## config.mk

```make
export PLATFORM = sky130hd
export DESIGN_NAME = fifo_rr_sched
export DESIGN_NICKNAME = d
export VERILOG_FILES = /design/src/rtl/fifo_rr_sched.sv
export SDC_FILE = /design/constraint.sdc
export NUM_CORES = 1
export LEC_CHECK = 0
export ABC_CLOCK_PERIOD_IN_PS = 10950
export CORE_ASPECT_RATIO = 0.75
export CORE_MARGIN = 1.5
export CORE_UTILIZATION = 35
export DETAILED_ROUTE_END_ITERATION = 10
export GPL_ROUTABILITY_DRIVEN = 0
export PLACE_DENSITY_LB_ADDON = 0.1
export SYNTH_ARGS = -nofsm -noshare
export SYNTH_HDL_FRONTEND = slang
export SYNTH_SLANG_ARGS = --single-unit
```

## constraint.sdc

```tcl
create_clock -name clk -period 10.95 [get_ports clk]
set_clock_uncertainty 0.1 [all_clocks]
set_input_delay 3.285 -clock clk [delete_from_list [all_inputs] [get_ports clk]]
set_output_delay 3.285 -clock clk [all_outputs]
set_load 0.01 [all_outputs]
```

## src/rtl/fifo_rr_sched.sv

```systemverilog
// Round-robin read scheduler draining NQ fifoctrl queues into one valid/ready stream.
// Define FIFO_SCHED_Q0_PRIO_EN to give queue 0 strict priority and unlimited bursts.
module fifo_rr_sched #(
  parameter int NQ    = 4,
  parameter int QW    = 2,
  parameter int DW    = 8,
  parameter int BURST = 4
) (
  input  logic             clk,
  input  logic             rst_n,
  input  logic [NQ-1:0]    q_notempty,
  output logic [NQ-1:0]    q_rd,
  input  logic [NQ*DW-1:0] q_rdata,
  output logic             out_vld,
  input  logic             out_rdy,
  output logic [DW-1:0]    out_data,
  output logic [QW-1:0]    out_qid,
  output logic             busy
);

  typedef enum logic {ST_IDLE, ST_BURST} state_t;

  state_t        state_reg, state_next;
  logic [QW-1:0] grant_reg, grant_next;
  logic [QW-1:0] last_reg, last_next;
  logic [7:0]    burst_cnt_reg, burst_cnt_next;
  logic          inflight_reg;
  logic [QW-1:0] inflight_qid_reg;
  logic [1:0]    skid_cnt_reg;
  logic [DW-1:0] skid0_data_reg, skid1_data_reg;
  logic [QW-1:0] skid0_qid_reg, skid1_qid_reg;

  logic [DW-1:0] q_word [NQ];
  logic          issue, pop, push, space, burst_limit;
  logic [2:0]    occupancy;
  logic [QW-1:0] pick, cand;
  logic          pick_vld;

  genvar gi;
  generate
    for (gi = 0; gi < NQ; gi++) begin : g_queue
      assign q_word[gi] = q_rdata[gi*DW +: DW];
      assign q_rd[gi]   = issue && (grant_reg == QW'(gi));
    end
  endgenerate

  assign out_vld  = (skid_cnt_reg != 2'd0);
  assign out_data = skid0_data_reg;
  assign out_qid  = skid0_qid_reg;
  assign pop      = out_vld && out_rdy;
  assign push     = inflight_reg;
  assign busy     = (state_reg != ST_IDLE) || inflight_reg || (skid_cnt_reg != 2'd0);

  // Count words already committed to the skid; a new read is allowed only if it still fits.
  assign occupancy = {1'b0, skid_cnt_reg} - {2'b00, pop} + {2'b00, inflight_reg};
  assign space     = (occupancy <= 3'd1);

  // Scan in reverse so the candidate nearest to last+1 is the one left standing.
  always_comb begin
    pick     = '0;
    pick_vld = 1'b0;
    cand     = '0;
`ifdef FIFO_SCHED_Q0_PRIO_EN
    for (int i = NQ - 1; i >= 1; i--) begin
      cand = QW'(1 + ((int'(last_reg) - 1 + i) % (NQ - 1)));
      if (q_notempty[cand]) begin
        pick     = cand;
        pick_vld = 1'b1;
      end
    end
    if (q_notempty[0]) begin
      pick     = '0;
      pick_vld = 1'b1;
    end
    burst_limit = (grant_reg != '0);
`else
    for (int i = NQ; i >= 1; i--) begin
      cand = QW'((int'(last_reg) + i) % NQ);
      if (q_notempty[cand]) begin
        pick     = cand;
        pick_vld = 1'b1;
      end
    end
    burst_limit = 1'b1;
`endif
  end

  always_comb begin
    state_next     = state_reg;
    grant_next     = grant_reg;
    last_next      = last_reg;
    burst_cnt_next = burst_cnt_reg;
    issue          = 1'b0;
    case (state_reg)
      ST_IDLE: begin
        if (pick_vld) begin
          grant_next     = pick;
          burst_cnt_next = 8'd0;
          state_next     = ST_BURST;
        end
      end
      ST_BURST: begin
        issue = q_notempty[grant_reg] && space;
        if (issue) burst_cnt_next = burst_cnt_reg + 8'd1;
        if ((issue && burst_limit && (burst_cnt_reg == 8'(BURST - 1))) || !q_notempty[grant_reg]) begin
          state_next = ST_IDLE;
`ifdef FIFO_SCHED_Q0_PRIO_EN
          // Queue 0 stays outside the rotation so 1..NQ-1 keep their own order.
          if (grant_reg != '0) last_next = grant_reg;
`else
          last_next = grant_reg;
`endif
        end
      end
      default: state_next = ST_IDLE;
    endcase
  end

  always_ff @(posedge clk or negedge rst_n) begin
    if (!rst_n) begin
      state_reg        <= ST_IDLE;
      grant_reg        <= '0;
      last_reg         <= QW'(NQ - 1);
      burst_cnt_reg    <= 8'd0;
      inflight_reg     <= 1'b0;
      inflight_qid_reg <= '0;
    end else begin
      state_reg        <= state_next;
      grant_reg        <= grant_next;
      last_reg         <= last_next;
      burst_cnt_reg    <= burst_cnt_next;
      inflight_reg     <= issue;
      inflight_qid_reg <= grant_reg;
    end
  end

  // Two-entry skid; entry 0 is always the head presented on the output.
  always_ff @(posedge clk or negedge rst_n) begin
    if (!rst_n) begin
      skid_cnt_reg   <= 2'd0;
      skid0_data_reg <= '0;
      skid0_qid_reg  <= '0;
      skid1_data_reg <= '0;
      skid1_qid_reg  <= '0;
    end else if (push && pop) begin
      if (skid_cnt_reg == 2'd2) begin
        skid0_data_reg <= skid1_data_reg;
        skid0_qid_reg  <= skid1_qid_reg;
        skid1_data_reg <= q_word[inflight_qid_reg];
        skid1_qid_reg  <= inflight_qid_reg;
      end else begin
        skid0_data_reg <= q_word[inflight_qid_reg];
        skid0_qid_reg  <= inflight_qid_reg;
      end
    end else if (pop) begin
      skid0_data_reg <= skid1_data_reg;
      skid0_qid_reg  <= skid1_qid_reg;
      skid_cnt_reg   <= skid_cnt_reg - 2'd1;
    end else if (push) begin
      if (skid_cnt_reg == 2'd0) begin
        skid0_data_reg <= q_word[inflight_qid_reg];
        skid0_qid_reg  <= inflight_qid_reg;
      end else begin
        skid1_data_reg <= q_word[inflight_qid_reg];
        skid1_qid_reg  <= inflight_qid_reg;
      end
      skid_cnt_reg <= skid_cnt_reg + 2'd1;
    end
  end

endmodule

```

==> out/qor.txt <==
sequential fraction of the synthesis area - 46.8%
distinct cell type count after synthesis - 37
outcome - finished clean
antenna viol nets, final - 0
Num CTS Buffers - 5
PortBufs - 54
Clock Tree Buf Depth - 2
GRT busiest layer - met1
total grt overflow - 0
final wirelength - 4.29 mm
RSZ-0062 raised after global routing - false
initial antenna violation count - 0
crit path time final - 9.64 ns
placement row count - 23
worst vdd ir - 96.4 uV
EDFF count, synth - 0
TritonCTS clock tree - yes
Slew headroom - 42.1%
Synth warnings - 0
Syn Inst Count - 181
H-tree depth - 2
worst-path fanout max - 16
M2 GR Usage - 21.7%
Worst Path Required - 7.57 ns
I/O pin count - 55
Leak - 1.19 nW
Overall Power - 0.672 mW
nets - 277
WL/cell - 13.8 um
vias in the first global route - 1559
Clock transition at path regs - 0.07 ns
crit path launch type - input pin
via count - 1554
final setup fails - 0
M1 GR Usage - 23.2%
hpwl dp - 3.17 mm
root buf cell - clkbuf_8
Vias/cell - 5.00
HP Class - flop to flop
Fin Setup TNS - 0 ns
final worst path period share - 88.0%
max-slew violations - 0
most frequent cells in the layout - clkdlybuf4s50_1 (53), dfrtp_1 (36), nand2_1 (21)
commonest non-fill, non-tap cell in the layout - clkdlybuf4s50_1
drt pass-1 iters - 4
Die Ht - 69.1 um
die area - 0.00629 mm^2
Core ar. - 0.00547 mm^2
Max-Cap Viols - 0
Post-synth top flop - dfrtp_1
setup repair bufs after CTS - 0
ys async rst share - 100%
syn_area_per_cell - 11.3 um^2
met3 GRT Util - 3.97%
fillers - 519
die width - 91.1 um
Seq. cell area - 953 um^2
Initial Util - 37.3%
gr usage total - 15.2%
first-pass GRT wire length - 7.65 mm
CP Data Arrival Time - 6.25 ns
Iteration-0 DRC Markers - 83
area grow syn2layout - 35.1%
share of cells above drive strength 1 - 14.8%
FF+latch count, synth - 38
PD cells - 244 mW/mm^2
f_max - 104 MHz
# DRC - 0
worst-skew pair later-pin latency - 0.28 ns
CTS resizes - 0
Final Hold Viols - 0
crit end category - output pin
clock sink total - 38
Slew @ Worst Pin - 0.868 ns
kind of critical path - input pin to output pin
post-synth net total - 223
antenna diode count - 0
CTS Hold Bufs - 0
multi-input logic area - 0.00102 mm^2
Post-Synthesis Cell Area - 0.00204 mm^2
largest net degree at the start of global routing - 39
## metal layers
layer  part of all wire, %  routed length, um
met1                    54               2320
met2                    40               1700
met3                   5.8                250
met4                  0.44                 19
met5                     0                  0
## cells by family (layout without fill, tap and decap cells)
logic type	count (synthesis)	count (layout)	synth area share, %
AO/OA/AOI/OAI	39	39	11.9
XOR/XNOR	2	2	0.860
adder cells (fa/ha/maj)	3	3	2.21
buffers and inverters	17	72	3.13
flip-flops	38	38	46.8
multiplexers	32	32	22.0
AND/OR/NAND/NOR	50	50	13.1
## path summary, 6_finish.rpt
check                                startpoint          endpoint  slack [ns]  cells past startpoint
worst max-delay path                    out_rdy           q_rd[3]        1.31                     12
worst min-delay path                out_data[0]       out_data[0]        0.38                      2
worst max register to register  skid_cnt_reg[1]  burst_cnt_reg[7]        8.09                     10
worst min register to register      out_data[0]       out_data[0]        0.38                      2
max in group asynchronous                 rst_n  skid1_qid_reg[1]        7.19                      1
min in group asynchronous                 rst_n        out_qid[0]        3.01                      1
## worst max-delay path, cell delays in order
cell	delay [ns]
clkdlybuf4s50_1	0.57
nand2_1	0.08
nor2_1	0.19
a21o_1	0.15
ha_1	0.15
inv_1	0.05
fa_1	0.37
xnor2_1	0.28
nand4_4	0.25
inv_1	0.19
and3_1	0.18
clkdlybuf4s50_1	0.53
## synthesized netlist by cell type, drive strengths merged, types with 2 or more instances
master	n	area [um^2]
dfrtp	36	901
nand2	21	78.8
o21ai	13	65.1
mux2	12	135
mux2i	11	110
a21oi	9	45.0
inv	9	33.8
mux4	9	203
clkbuf	7	26.3
nand3	6	30.0
o31ai	5	37.5
nor2	4	15.0
and4	3	26.3
o31a	3	26.3
or3	3	18.8
a21o	2	15.0
a2bb2oi	2	17.5
dfstp	2	52.6
ha	2	25.0
nand2b	2	12.5
nor3	2	10.0
nor3b	2	15.0
or4	2	15.0
## through the flow
step                utilization [%]  setup slack (ns)  cell area [um^2]  cells  hold WS [ns]
floorplan                         -              2.46              2040    181         0.367
global placement               48.4              1.35              2640    303         0.364
detailed placement             48.4              1.31              2640    303         0.369
CTS                            50.3              1.30              2750    311         0.388
global route                   50.3             0.996              2750    311         0.417
finish                         50.3              1.31              2750    311         0.379
## power breakdown
group | total (mW) | leakage [nW] | internal, mW | switching, mW
Sequential | 0.263 | 0.471 | 0.200 | 0.0623
Combinational | 0.292 | 0.659 | 0.168 | 0.124
Clock | 0.117 | 0.0579 | 0.0671 | 0.0503
## final cells by class
cell class	count	share of cell area, %
timing repair buffer	55	19.7
clock inverter	3	1.45
inverter	9	1.23
sequential	38	34.6
clock buffer	5	2.50
multi-input combinational	126	37.0
tap	75	3.41
No activity file was read; power rests on OpenSTA's default activity.
